[src/rtl/imem_line_fill.sv]
// imem_line_fill: instruction-side line-fill engine.
// Takes one I_CACHE miss at a time and reads the four words of the 16-byte line
// from a 32-bit word memory, one outstanding request at a time. It then returns
// the assembled 128-bit line together with a one-cycle ready pulse.
// Optional feature macro: IMEM_CRITICAL_WORD_FIRST_EN. When it is defined, the
// missed word is fetched first and the remaining words follow with wrap-around.
// When it is undefined, the words are always fetched in order 0,1,2,3.
// Every output comes straight from a flop.
module imem_line_fill #(
   parameter int LINE_WORDS = 4
) (
   input  logic         clk,
   input  logic         reset,
   input  logic         imem_read_start,
   input  logic [31:0]  imemory_address_bus1,
   output logic [127:0] imemory_data_bus1,
   output logic         imem_read_rdy,
   output logic         mem_req,
   output logic [31:0]  mem_addr,
   input  logic         mem_gnt,
   input  logic         mem_rvalid,
   input  logic [31:0]  mem_rdata
);

   // The engine is built around a 4-word, 2-bit-indexed line.
   if (LINE_WORDS != 4) begin : g_bad_line_words
      $error("imem_line_fill: LINE_WORDS must be 4");
   end

   typedef enum logic [1:0] {
      ST_IDLE = 2'd0,
      ST_REQ  = 2'd1,
      ST_WAIT = 2'd2,
      ST_DONE = 2'd3
   } state_t;

   state_t        state_q, state_d;
   logic [27:0]   line_base_q, line_base_d;
   logic [1:0]    beat_q, beat_d;
   logic [1:0]    word_idx_q, word_idx_d;
   logic [127:0]  line_q, line_d;
   logic          rdy_q, rdy_d;
   logic          mem_req_q, mem_req_d;
   logic [31:0]   mem_addr_q, mem_addr_d;
   logic          slot_we;
   logic [1:0]    start_idx;
   logic          unused_addr_bits;

`ifdef IMEM_CRITICAL_WORD_FIRST_EN
   // The missed word goes out first.
   assign start_idx        = imemory_address_bus1[3:2];
   assign unused_addr_bits = ^imemory_address_bus1[1:0];
`else
   // Fixed ascending order. The word offset of the miss does not matter.
   assign start_idx        = 2'd0;
   assign unused_addr_bits = ^imemory_address_bus1[3:0];
`endif

   // Next-state, next-output and next-counter logic for the fill sequencer.
   always_comb begin
      state_d     = state_q;
      line_base_d = line_base_q;
      beat_d      = beat_q;
      word_idx_d  = word_idx_q;
      rdy_d       = 1'b0;
      mem_req_d   = mem_req_q;
      mem_addr_d  = mem_addr_q;
      slot_we     = 1'b0;
      case (state_q)
         ST_IDLE: begin
            if (imem_read_start) begin
               line_base_d = imemory_address_bus1[31:4];
               beat_d      = 2'd0;
               word_idx_d  = start_idx;
               mem_req_d   = 1'b1;
               mem_addr_d  = {imemory_address_bus1[31:4], start_idx, 2'b00};
               state_d     = ST_REQ;
            end
         end
         ST_REQ: begin
            // Request and address are held unchanged until the memory accepts them.
            // A stray rvalid seen in this state is ignored.
            if (mem_gnt) begin
               mem_req_d = 1'b0;
               state_d   = ST_WAIT;
            end
         end
         ST_WAIT: begin
            if (mem_rvalid) begin
               slot_we = 1'b1;
               if (beat_q == 2'd3) begin
                  rdy_d   = 1'b1;
                  state_d = ST_DONE;
               end else begin
                  beat_d     = beat_q + 2'd1;
                  word_idx_d = word_idx_q + 2'd1;
                  mem_req_d  = 1'b1;
                  // The index wraps within the 2-bit field, so it never carries into line_base.
                  mem_addr_d = {line_base_q, word_idx_q + 2'd1, 2'b00};
                  state_d    = ST_REQ;
               end
            end
         end
         ST_DONE: begin
            state_d = ST_IDLE;
         end
         default: begin
            state_d = ST_IDLE;
         end
      endcase
   end

   // Each returned word is written only into its own slot.
   // Slots that are not written keep the last completed line.
   for (genvar gi = 0; gi < LINE_WORDS; gi++) begin : g_slot
      assign line_d[32*gi +: 32] = (slot_we && (word_idx_q == 2'(gi)))
                                   ? mem_rdata : line_q[32*gi +: 32];
   end

   // State register for the sequencer, the line buffer and the registered outputs.
   // Reset is synchronous and active-low.
   always_ff @(posedge clk) begin
      if (!reset) begin
         state_q     <= ST_IDLE;
         line_base_q <= '0;
         beat_q      <= '0;
         word_idx_q  <= '0;
         line_q      <= '0;
         rdy_q       <= 1'b0;
         mem_req_q   <= 1'b0;
         mem_addr_q  <= '0;
      end else begin
         state_q     <= state_d;
         line_base_q <= line_base_d;
         beat_q      <= beat_d;
         word_idx_q  <= word_idx_d;
         line_q      <= line_d;
         rdy_q       <= rdy_d;
         mem_req_q   <= mem_req_d;
         mem_addr_q  <= mem_addr_d;
      end
   end

   assign imemory_data_bus1 = line_q;
   assign imem_read_rdy     = rdy_q;
   assign mem_req           = mem_req_q;
   assign mem_addr          = mem_addr_q;

endmodule

[config.mk]
export PLATFORM = sky130hd
export DESIGN_NAME = imem_line_fill
export DESIGN_NICKNAME = d
export VERILOG_FILES = /design/src/rtl/imem_line_fill.sv
export SDC_FILE = /design/constraint.sdc
export NUM_CORES = 1
export LEC_CHECK = 0
export ABC_AREA = 1
export BUFFER_PORTS_ARGS = -buffer_cell sky130_fd_sc_hd__buf_2
export CAP_MARGIN = 20
export CORE_MARGIN = 8
export CORE_UTILIZATION = 46
export DETAILED_ROUTE_END_ITERATION = 6
export GPL_TIMING_DRIVEN = 0
export PLACE_DENSITY = 0.77
export SYNTH_ARGS = -nofsm -noshare
export SYNTH_HDL_FRONTEND = slang
export SYNTH_SLANG_ARGS = --single-unit
[constraint.sdc]
create_clock -name clk -period 1.5 [get_ports clk]
set_clock_uncertainty 0.2 [all_clocks]
set_input_delay 0.15 -clock clk [delete_from_list [all_inputs] [get_ports clk]]
set_output_delay 0.15 -clock clk [all_outputs]
set_load 0.005 [all_outputs]
==> metrics.md <==
| Metric | Value |
|---|---|
| Core ar. | `around 0.016 sq mm` |
| Logic pwr share | `17.5%` |
| Footprint of the multi-input gates | `roughly 0.0035 sq mm` |
| Cells after DPL | `roughly 1.4k` |
| Hold Path Class | `primary input to flip-flop` |
| Die ar. | `0.02054 sq mm` |
| Max Slew Vio Count | `0` |
| Synthesis warning total | `0` |
| Yosys top cell area share | `51.55%` |
| Vias post-DR | `8367` |
| Status | `complete, but fails checks` |
| Net switching power | `about 3400 uW` |
| Worst-skew pair later-pin latency | `440 ps` |
| Max-cap viol count | `0` |
| Largest net degree at the start of global routing | `17` |
| Initial antenna violation count | `0` |
| Sink Count | `roughly 190` |
| Tot Pwr | `roughly 12000 uW` |
| Dpl hpwl | `17920 microns` |
| Fmax | `between 600 and 700 MHz` |
| Final setup viols | `161` |
| Critical path startpoint category | `primary input` |
| Sequential cell area fraction in the yosys report | `about half` |
| Crit-path leading delay family | `buffers and inverters` |
| DRC viols | `0` |
| Drt wl/cell | `~18 microns` |
| Final Cycle Share | `110.0%` |
| RSZ-0062 raised after global routing | `yes` |
| Worst Path Required | `1660 ps` |
| Cells along the critical path | `buf_2, dlygate4sd3_1, inv_2, nor2_4, buf_12, buf_8, buf_8, nand3_1, a21oi_1` |
| Failing checks | `setup timing` |
| Min cycle time layout | `about 1600 ps` |
| Post-route antenna net violation count | `0` |
| Worst path most repeated cell | `buf_8` |
| Drt first pass iters | `7` |
| Crit path kind | `primary input to flip-flop` |
| Crit path DAT | `between 1500 and 2000 ps` |
| Vias in the first global route | `7951` |
| Slew headroom | `roughly 53%` |
| Number of buffers created by CTS | `17` |
| Synth area leaders | `dfxtp_1 (52%), nand2_1 (11%), a21oi_1 (11%)` |
| Share of total power in the clock network | `between 30% and 40%` |
| Register area | `0.003859 sq mm` |
| Post-DR vias/cell | `5.391` |
| Placer Congestion | `approximately 0.85` |
| I/O pin cnt | `around 230` |
| Slowest CP cell | `dlygate4sd3_1` |
| Pwr Density | `~1100 mW/mm^2` |
| CP bufs+invs | `6` |
| CTS tree | `done` |
| Starting Density | `between 40% and 50%` |
| Number of DRC markers in iteration 0 | `between 600 and 700` |
| Fillcell total | `1225` |
| P_int | `8729 uW` |
| Part of the power in registers | `a little under half` |
| Peak VDD IR | `about 0.9 mV` |
| Final WL | `approximately 28000 microns` |
| Mapped Area | `approximately 0.0075 sq mm` |
| Static leakage | `between 0.004 and 0.005 uW` |
| Sw Share | `between 20 and 30%` |
| Final Util | `70.53%` |
| CP peak stage delay | `620 ps` |
| First-pass GRT wire length | `41310 microns` |
| # H-tree levels | `4` |
| Crit. End Element | `flip-flop` |
| Cells after Synth | `around 990` |
| Die Wd | `about 140 microns` |
| Number of library cell types mapped by synthesis | `18` |
| Share of layout cells above drive strength 1 | `roughly 34%` |
| Gr usage total | `25.51%` |
| Gr ovfl total | `0` |
| Clk Tree Root Cell | `clkbuf_16` |
| Commonest non-fill, non-tap cell in the layout | `buf_2` |
| Die Height | `between 100 and 150 microns` |
| CTS clk-pin slew, worst paths | `70 ps` |
| Syn Area/Cell | `approximately 7.6 sq um` |
| Synth area leader | `dfxtp_1` |
| Hold Fails Final Rpt | `0` |
| Final worst-path setup slack | `-149.7 ps` |
| Final #Nets | `around 1.4k` |
| Worst-margin pin slew | `~710 ps` |
| Cell Rows | `between 40 and 50` |
| Most frequent cells in the layout | `buf_2 (233), nand2_1 (196), dfxtp_1 (186), a21oi_1 (134), nand3_1 (114)` |
| Area delta synth->final | `50.26%` |
| Max Root-Sink Buffers | `2` |
| #FFs+latches synth | `approximately 190` |
| Buffers on Ports | `between 200 and 250` |
| Max Fanout on Critical Path | `10` |
| Finished Layout Cells | `around 1.6k` |
logic make-up after synthesis:
logic type               share of synthesized area, %
other                                         0.05030
adder cells (fa/ha/maj)                        0.8391
flip-flops                                      51.55
AO/OA/AOI/OAI                                   14.10
buffers and inverters                           7.786
AND/OR/NAND/NOR                                 25.68
final timing paths:
path                                 from  cells past startpoint  slack (ps)                                 end
max                            mem_rvalid                      9        -150  imemory_data_bus1[74]$_SDFFE_PN0P_
min                                 reset                      4          80        line_base_q[20]$_SDFFE_PN0P_
max reg2reg       state_q[0]$_SDFFE_PN0P_                      8        -130  imemory_data_bus1[74]$_SDFFE_PN0P_
min reg2reg  line_base_q[16]$_SDFFE_PN0P_                      2         250        line_base_q[16]$_SDFFE_PN0P_
tightest hold or removal path, delay by kind of cell:
| kind | cells | cell delay, ps |
|---|---|---|
| buf+inv | 2 | 360 |
| compound gates | 1 | 130 |
| simple gates | 1 | 40 |
state kept, by name (all words and copies together) (netlist names):
register           cells
mem_req                1
imemory_data_bus1    128
beat_q                 2
imem_read_rdy          1
state_q                2
mem_addr              29
line_base_q           28
word_idx_q             1
cell usage after synthesis (all sizes together):
master / instances
nand2: 228
dfxtp: 192
a21oi: 162
nand3: 143
nor2: 66
o21ai: 48
inv: 45
buf: 44
clkbuf: 40
nand4: 12
ha: 5
conb: 1
nor3: 1
routing by layer:
layer / up-vias / part of all wire, % / routed length (microns) / global-route usage (%)
met3: 80 / 9.0 / 2544 / 6.569
met4: 0 / 3.4 / 958 / 11.23
li1: 3936 / - / - / -
met1: 3931 / 39 / 10910 / 29.82
met2: 420 / 49 / 13770 / 43.29
met5: - / 0 / 0 / 0
power groups by stage:
stage | combinational [uW] | clock (uW) | sequential, uW
CTS | 1860 | 4480 | 5490
global placement | 1480 | 0 | 5590
global route | 2300 | 4710 | 5530
floorplan | 900 | 0 | 5600
detailed placement | 1500 | 0 | 5600
finish | 2110 | 4470 | 5500
per-stage QoR:
stage | hold WS [ps] | setup slack [ps] | cell area, sq um | TNS, ps
after floorplan | 114.4 | -1.529 | 7477 | -90.38
after global placement | 216.9 | -339.0 | 8869 | -39570
after detailed placement | 227.3 | -387.0 | 8869 | -43180
after CTS | 31.14 | -75.36 | 10660 | -6951
after global routing | 91.94 | -192.4 | 11200 | -21780
final | 78.81 | -149.7 | 11200 | -13190
cell type report:
type,count,area share [%]
Antenna cell,1,0.02234
Buffer,83,6.042
Clock buffer,19,3.864
Clock inverter,12,1.217
Inverter,45,1.552
Multi-Input combinational cell,667,31.08
Sequential cell,192,34.44
Tap cell,216,2.412
Timing Repair Buffer,317,19.37
what timing repair did:
item | 4_1_cts | 5_1_grt
resized for setup | 125 | 136
endpoints found under the setup margin | 190 | 191
setup buffers | 17 | 2
gates cloned | 6 | 6
endpoints found under the hold margin | 190 | 0
pin swaps | 21 | 44
hold buffers | 63 | 0
(Power assumes the default switching activity.)
